--- config.mk ---
export PLATFORM = sky130hd
export DESIGN_NAME = alu_arbiter
export DESIGN_NICKNAME = d
export VERILOG_FILES = /design/src/rtl/alu_arbiter.sv
export SDC_FILE = /design/constraint.sdc
export NUM_CORES = 1
export LEC_CHECK = 0
export CELL_PAD_IN_SITES_DETAIL_PLACEMENT = 1
export CELL_PAD_IN_SITES_GLOBAL_PLACEMENT = 1
export CORE_MARGIN = 4
export CORE_UTILIZATION = 24
export CTS_BUF_LIST = sky130_fd_sc_hd__clkbuf_16
export DETAILED_ROUTE_END_ITERATION = 7
export PLACE_DENSITY_LB_ADDON = 0.1
export SLEW_MARGIN = 20
export SYNTH_ARGS = -nofsm -noshare
export SYNTH_HDL_FRONTEND = slang
export SYNTH_SLANG_ARGS = --single-unit
export TNS_END_PERCENT = 1
--- constraint.sdc ---
create_clock -name clk -period 3.35 [get_ports clk]
set_input_delay 0.67 -clock clk [delete_from_list [all_inputs] [get_ports clk]]
set_output_delay 0.67 -clock clk [all_outputs]
set_load 0.01 [all_outputs]
--- src/rtl/alu_arbiter.sv ---
// Round-robin arbiter sharing one combinational ALU between two requesters,
// with a one-entry result buffer per requester.
//
// Ports:
//   clk, rst_n                     clock, async active-low reset
//   rN_valid/rN_ready              request handshake (N = 0, 1)
//   rN_op, rN_a, rN_b              requested operation and operands
//   rN_rsp_valid/rN_rsp_ready      response handshake
//   rN_rsp_data, rN_rsp_err        buffered result, undefined-opcode flag
//   SrcA, SrcB, Operation          drive the shared ALU
//   ALUResult                      combinational result from the shared ALU
module alu_arbiter #(
  parameter int DATA_WIDTH    = 32,
  parameter int OPCODE_LENGTH = 4
) (
  input  logic                     clk,
  input  logic                     rst_n,

  input  logic                     r0_valid,
  output logic                     r0_ready,
  input  logic [OPCODE_LENGTH-1:0] r0_op,
  input  logic [DATA_WIDTH-1:0]    r0_a,
  input  logic [DATA_WIDTH-1:0]    r0_b,
  output logic                     r0_rsp_valid,
  input  logic                     r0_rsp_ready,
  output logic [DATA_WIDTH-1:0]    r0_rsp_data,
  output logic                     r0_rsp_err,

  input  logic                     r1_valid,
  output logic                     r1_ready,
  input  logic [OPCODE_LENGTH-1:0] r1_op,
  input  logic [DATA_WIDTH-1:0]    r1_a,
  input  logic [DATA_WIDTH-1:0]    r1_b,
  output logic                     r1_rsp_valid,
  input  logic                     r1_rsp_ready,
  output logic [DATA_WIDTH-1:0]    r1_rsp_data,
  output logic                     r1_rsp_err,

  output logic [DATA_WIDTH-1:0]    SrcA,
  output logic [DATA_WIDTH-1:0]    SrcB,
  output logic [OPCODE_LENGTH-1:0] Operation,
  input  logic [DATA_WIDTH-1:0]    ALUResult
);

  localparam logic [OPCODE_LENGTH-1:0] OP_U0 = OPCODE_LENGTH'(12);
  localparam logic [OPCODE_LENGTH-1:0] OP_U1 = OPCODE_LENGTH'(13);
  localparam logic [OPCODE_LENGTH-1:0] OP_U2 = OPCODE_LENGTH'(14);

  logic                  r_prio;
  logic                  r_v0;
  logic                  r_v1;
  logic [DATA_WIDTH-1:0] r_d0;
  logic [DATA_WIDTH-1:0] r_d1;
  logic                  r_e0;
  logic                  r_e1;

  logic                  w_elig0;
  logic                  w_elig1;
  logic                  w_gnt0;
  logic                  w_gnt1;
  logic                  w_undef;
  logic [DATA_WIDTH-1:0] w_res;

  // A full buffer that drains this cycle frees its slot for a reload.
  assign w_elig0 = r0_valid && (!r_v0 || r0_rsp_ready);
  assign w_elig1 = r1_valid && (!r_v1 || r1_rsp_ready);

  // Grants are gated by rst_n so nothing leaks out while reset is held.
  always_comb begin
    w_gnt0 = 1'b0;
    w_gnt1 = 1'b0;
    if (rst_n) begin
      if (w_elig0 && w_elig1) begin
        w_gnt0 = !r_prio;
        w_gnt1 = r_prio;
      end else begin
        w_gnt0 = w_elig0;
        w_gnt1 = w_elig1;
      end
    end
  end

  assign r0_ready = w_gnt0;
  assign r1_ready = w_gnt1;

  always_comb begin
    SrcA      = '0;
    SrcB      = '0;
    Operation = '0;
    unique case (1'b1)
      w_gnt0: begin
        SrcA      = r0_a;
        SrcB      = r0_b;
        Operation = r0_op;
      end
      w_gnt1: begin
        SrcA      = r1_a;
        SrcB      = r1_b;
        Operation = r1_op;
      end
      default: ;
    endcase
  end

  assign w_undef = (Operation == OP_U0) ||
                   (Operation == OP_U1) ||
                   (Operation == OP_U2);
  assign w_res   = w_undef ? '0 : ALUResult;

  always_ff @(posedge clk or negedge rst_n) begin
    if (!rst_n) begin
      r_prio <= 1'b0;
    end else if (w_gnt0) begin
      r_prio <= 1'b1;
    end else if (w_gnt1) begin
      r_prio <= 1'b0;
    end
  end

  always_ff @(posedge clk or negedge rst_n) begin
    if (!rst_n) begin
      r_v0 <= 1'b0;
      r_d0 <= '0;
      r_e0 <= 1'b0;
    end else if (w_gnt0) begin
      r_v0 <= 1'b1;
      r_d0 <= w_res;
      r_e0 <= w_undef;
    end else if (r0_rsp_ready) begin
      r_v0 <= 1'b0;
    end
  end

  always_ff @(posedge clk or negedge rst_n) begin
    if (!rst_n) begin
      r_v1 <= 1'b0;
      r_d1 <= '0;
      r_e1 <= 1'b0;
    end else if (w_gnt1) begin
      r_v1 <= 1'b1;
      r_d1 <= w_res;
      r_e1 <= w_undef;
    end else if (r1_rsp_ready) begin
      r_v1 <= 1'b0;
    end
  end

  assign r0_rsp_valid = r_v0;
  assign r0_rsp_data  = r_d0;
  assign r0_rsp_err   = r_e0;
  assign r1_rsp_valid = r_v1;
  assign r1_rsp_data  = r_d1;
  assign r1_rsp_err   = r_e1;

endmodule

==> results_dict.tcl, run 1 <==
set metrics [dict create \
    worst-path-stages 8 \
    cp.required_ns 2.68 \
    synth_area_leaders "dfrtp_1, a22o_1, a21oi_2" \
    grt_overflow 0 \
    row_count 45 \
    post_cts_buffers 0 \
    drt_wl_total_um 19610 \
    slew_viol_final 0 \
    reg2reg_slack_ns 1.20 \
    nets 884 \
    hold_viol_final 0 \
    grt_max_degree 40 \
    slew-limit-headroom 0.6608 \
    critical_path.top_delay_family "buffers and inverters" \
    drc 0 \
    maxCapViolCount 0 \
    htreeDepth 3 \
    final_common_cell "clkdlybuf4s50_1" \
    routabilityCongestion 0.8570 \
    clk_latency_ns 0.33 \
    finClkSkew_ns 0.003847 \
    antenna_found_initial 5 \
    area_delta_synth_final_pct 104.9 \
    drive_gt1_frac 0.1569 \
    cp.buffers_inverters 4 \
    setup_violations 0 \
    syn-cell-area_um2 3790 \
    wl_per_cell_um 21.09 \
    slowest_delay_ns 0.54 \
    yosysSeqAreaShare 0.4556 \
    start_util 0.2475 \
    ys_ff_latch 69 \
    status "finished, final reports clean" \
    worstSetupStartpoint "r1_rsp_ready" \
    crit_type "in -> out" \
    vias 4334 \
    first_global_vias 4920 \
    io_pins 312 \
    cp_max_fo 9 \
    dp_hpwl_um 15390 \
    fill_cells 1701 \
    ant_nets 0 \
    clk_pin_slew_worst_paths_ns 0.05 \
    cts_hold_buf 0 \
    numCtsBuffers 9 \
    synth_nets 571 \
    synth_top_area_frac 0.4556 \
    r2r-start "r_prio" \
    power_density_nw_per_um2 474.4 \
    firstDrtPassIters 4 \
    die_h_um 133.7 \
    cpMostUsedCell "clkdlybuf4s50_1" \
    cts_tree "yes" \
    core_um2 15310 \
    cts.sinks 69 \
    hold_class "in -> async" \
    post-route-period-util 0.9815 \
    fmax_mhz 304.1 \
    dieWidth_um 133.7 \
    setup_ws_ns 0.06203 \
    rsz0062_at_grt "yes" \
    max_slew.worst_pin.slew_ns 0.5088 \
    ctsRootBufferMaster "clkbuf_16" \
    endpoint_kind "primary output" \
    drt-vias-per-instance 4.660 \
    netlist_instances 397 \
    track_usage 0.2142 \
    synth_cell_types 24 \
    crit_chain "clkdlybuf4s50_1 > nand2b_1 > nand3_1 > a21o_2 > clkinv_4 > buf_4 > a22o_1 > clkdlybuf4s50_1" \
    die_area_um2 17870 \
    clock_path_buffers 2 \
    io_buffer_count 311 \
    startpoint_type "input pin" \
    yosysWarnings 0 \
    critPathSlowestCell "clkdlybuf4s50_1" \
    arrival_ns 2.62 \
    r2r_end "r1_rsp_data[0]" \
    worstRegToRegCells 7 \
    grt_pass1_wl_um 29570 \
    setup_tns_ns 0 \
    irDropWorstVdd_mv 0.2115 \
    endpoint "SrcB[7]" \
    drt_iter0_drc 141 \
    syn_avg_cell_area_um2 9.546 \
    finalCriticalPeriod_ns 3.288 \
    layout_common_cells "clkdlybuf4s50_1, nand2_1, dfrtp_1" \
    pre_cts_ws_ns -0.03548 \
    leakagePower_nw 4.063 \
    yosysTopAreaCell "dfrtp_1" \
]
-- worst min path at each step --
stage | from | end | slack, ns
floorplan | rst_n | r0_rsp_data[0] | 0.37
finish | rst_n | r1_rsp_valid | 0.18
global placement | r0_rsp_err | r0_rsp_err | 0.47
detailed placement | r0_rsp_err | r0_rsp_err | 0.48
CTS | rst_n | r0_rsp_data[22] | 0.18
global route | rst_n | r0_rsp_data[22] | 0.19
-- stage by stage --
stage | cell area, µm² | util | power (W) | hold WS, ns | cells
3_3_place_gp | 7282 | 0.4755 | 0.002706 | 0.4721 | 910
2_1_floorplan | 3790 | - | 0.001748 | 0.3744 | 397
5_1_grt | 7766 | 0.5071 | 0.003881 | 0.1929 | 930
4_1_cts | 7591 | 0.4957 | 0.003755 | 0.1776 | 925
3_5_place_dp | 7282 | 0.4755 | 0.002736 | 0.4754 | 910
6_report | 7766 | 0.5071 | 0.003685 | 0.1836 | 930
-- layout make-up --
class / count / area (µm²) / area share
antenna: 5 / 12.51 / 0.001611
sequential: 69 / 1727 / 0.2223
multi-input combinational: 289 / 1861 / 0.2396
timing repair buffer: 337 / 3573 / 0.4601
clock buffer: 9 / 225.2 / 0.02900
tap: 211 / 264.0 / 0.03399
inverter: 4 / 25.02 / 0.003222
clock inverter: 6 / 78.83 / 0.01015
-- per-layer routing --
layer	vias to the layer above	global-route usage	share of wire
li1	2022	-	-
met1	2120	0.2352	0.37
met2	173	0.3806	0.53
met3	19	0.07628	0.083
met4	0	0.07829	0.020
met5	-	0	0
-- flip-flops by register name (all words and copies together) (netlist names) --
signal,flops
r0_rsp_data,32
r1_rsp_data,32
r0_rsp_err,1
r0_rsp_valid,1
r1_rsp_err,1
r1_rsp_valid,1
r_prio,1
-- synth_stat cells --
cell type / n
nor2b_4: 1
and2_1: 3
a211oi_4: 2
a21oi_1: 4
o2111ai_1: 2
a21o_2: 3
a22o_1: 66
clkbuf_1: 19
a2111o_1: 2
a21boi_0: 1
o211a_1: 1
o21ai_0: 1
a22o_4: 1
nand2_1: 134
buf_2: 9
dfrtp_1: 69
a21oi_2: 60
nand3_1: 3
nand2b_1: 3
inv_2: 2
buf_6: 7
a211oi_1: 1
inv_1: 2
nor2b_1: 1
-- power by group --
part	internal, W	switching (W)	leakage (nW)
Combinational	0.000886	0.000650	3.05
Clock	0.000640	0.000354	0.153
Sequential	0.00104	0.000119	0.863
-- repair_timing --
action,4_1_cts,5_1_grt
endpoints found under the hold margin,0,0
setup endpoints to repair,52,66
gates resized for setup,4,64
-- logic make-up (layout without fill, tap and decap cells) --
logic type,count (synthesis),in the layout,share of synthesized area
and+or+nand+nor,145,145,0.1519
buffers and inverters,39,356,0.05547
AOI/OAI and AO/OA,144,144,0.3371
DFF,69,69,0.4556
other,0,5,0
No activity file was read; power rests on OpenSTA's default activity.
==> inputs of run 2 (changes only) <==
Settings changed: CORE_UTILIZATION 24 to 25, CTS_BUF_LIST sky130_fd_sc_hd__clkbuf_16 to sky130_fd_sc_hd__clkbuf_8.
Clock period 3.35 ns to 4 ns, I/O delays scaled along.
==> run 2 against run 1 <==
Sequential share of layout area up 1.4 points; combinational power decreased by 18%; clock skew is 0.0028 ns higher; critical path depth did not move; total power fell by 24%; clock power shrank 43%; global-route usage increased by 0.058 points; non-clock buffer count is 9 lower; clock-buffer cell count grew 1; sequential cell count unchanged; routed wire length fell by 5.2%.
==> results_dict.tcl, run 2 (same netlist as run 1, synthesis figures left out) <==
set metrics [dict create \
    status "finished, final reports clean" \
    drt_wl_total_um 18590 \
    clock_path_buffers 2 \
    reg2reg_slack_ns 1.94 \
    cp.required_ns 3.20 \
    worstRegToRegCells 6 \
    grt_pass1_wl_um 29180 \
    switching_share 0.3211 \
    power_density_nw_per_um2 382.4 \
    final_common_cell "clkdlybuf4s50_1" \
    area_delta_synth_final_pct 93.10 \
    drt-vias-per-instance 4.782 \
    rsz0062_at_grt "no" \
    hold_class "in -> async" \
    routabilityCongestion 0.8313 \
    slew_viol_final 0 \
    hold_viol_final 0 \
    io_pins 312 \
    cts.sinks 69 \
    slowest_delay_ns 0.55 \
    first_global_vias 4911 \
    fmax_mhz 265.0 \
    row_count 44 \
    slew-limit-headroom 0.6408 \
    die_area_um2 17190 \
    grt_max_degree 43 \
    io_buffer_count 311 \
    ant_nets 0 \
    nets 875 \
    post_cts_buffers 0 \
    finish.instance_area_um2 7318 \
    drive_gt1_frac 0.1445 \
    dieWidth_um 131.1 \
    clk_pin_slew_worst_paths_ns 0.07 \
    clk_latency_ns 0.35 \
    stdcell_count 894 \
    crit_type "in -> out" \
    startpoint_type "input pin" \
    setup_tns_ns 0 \
    p_switching_w 0.0008984 \
    finClkSkew_ns 0.006676 \
    track_usage 0.2147 \
    r2r_end "r1_rsp_data[0]" \
    vias 4275 \
    firstDrtPassIters 4 \
    setup_violations 0 \
    antenna_found_initial 4 \
    crit_chain "clkdlybuf4s50_1 > nand2b_1 > nand3_1 > a21o_2 > inv_2 > buf_4 > buf_4 > clkdlybuf4s50_1" \
    numCtsBuffers 9 \
    finalCriticalPeriod_ns 3.774 \
    maxCapViolCount 0 \
    grt_overflow 0 \
    comb_power_share 0.454 \
    irDropWorstVdd_mv 0.1667 \
    core_um2 14700 \
    drt_iter0_drc 198 \
    max_slew.worst_pin.slew_ns 0.5388 \
    placed_cells 874 \
    cts_hold_buf 0 \
    post-route-period-util 0.9434 \
    cts_tree "yes" \
    endpoint_kind "primary output" \
    clkPwrFrac 0.201 \
    wl_per_cell_um 20.79 \
    ctsRootBufferMaster "clkbuf_8" \
    cp_max_fo 33 \
    leakagePower_nw 2.961 \
    power_frac_seq 0.345 \
    critPathSlowestCell "clkdlybuf4s50_1" \
    r2r-start "r1_rsp_valid" \
    arrival_ns 2.97 \
    cts-resized-gates 0 \
    dpl_cell_area_um2 7116 \
    p_int_w 0.001900 \
    layout_common_cells "clkdlybuf4s50_1, nand2_1, dfrtp_1" \
    htreeDepth 3 \
    start_util 0.2578 \
    drc 0 \
    die_h_um 131.1 \
    dp_hpwl_um 14480 \
]
[run 2: layout make-up]
| class | instances | area, µm² |
|---|---|---|
| well taps | 184 | 230.2 |
| flip-flops and latches | 69 | 1727 |
| fillers | 1650 | 7381 |
| clock inverters | 6 | 55.05 |
| inverters | 4 | 15.01 |
| multi-input cells | 289 | 1856 |
| clock buffers | 10 | 137.6 |
| diodes | 4 | 10.01 |
| repair buffers | 328 | 3288 |
[run 2: worst max-delay path by stage]
stage	slack [ns]	cells after the start	endpoint	from
6_report	0.23	8	r1_ready	r1_rsp_ready
5_1_grt	0.08	8	r1_ready	r1_rsp_ready
4_1_cts	0.21	8	r1_ready	r1_rsp_ready
3_5_place_dp	0.22	8	r1_ready	r1_rsp_ready
3_3_place_gp	0.28	8	SrcB[9]	r1_rsp_ready
2_1_floorplan	1.14	7	SrcA[10]	r0_rsp_ready
[run 2: power groups by stage]
stage / logic [W] / clock network (W) / registers (W)
2_1_floorplan: 0.000418 / 0 / 0.00105
3_3_place_gp: 0.00126 / 0 / 0.000971
3_5_place_dp: 0.00128 / 0 / 0.000979
4_1_cts: 0.00129 / 0.000585 / 0.000967
5_1_grt: 0.00136 / 0.000621 / 0.000992
6_report: 0.00127 / 0.000564 / 0.000965
[run 2: critical path, delay by kind of cell]
family | cells | cell delay (ns)
buffers and inverters | 5 | 1.67
AND/OR/NAND/NOR | 2 | 0.26
AO/OA/AOI/OAI | 1 | 0.22
[run 2: stage by stage]
step | hold WS, ns | total power [W] | utilization | worst slack, ns
after floorplan | 0.5044 | 0.001464 | - | 1.143
after global placement | 0.4688 | 0.002231 | 0.4841 | 0.2770
after detailed placement | 0.4745 | 0.002261 | 0.4841 | 0.2200
after CTS | 0.2238 | 0.002842 | 0.4972 | 0.2089
after global routing | 0.2163 | 0.002972 | 0.4979 | 0.07666
final | 0.2502 | 0.002798 | 0.4979 | 0.2264
[run 2: layer usage]
layer  routed length, µm  vias to the layer above  GRT usage
met4                 522                        0    0.08635
met3                1422                       26    0.07492
met1                7051                     2076     0.2398
li1                    -                     1997          -
met5                   0                        -          0
met2                9592                      176     0.3756
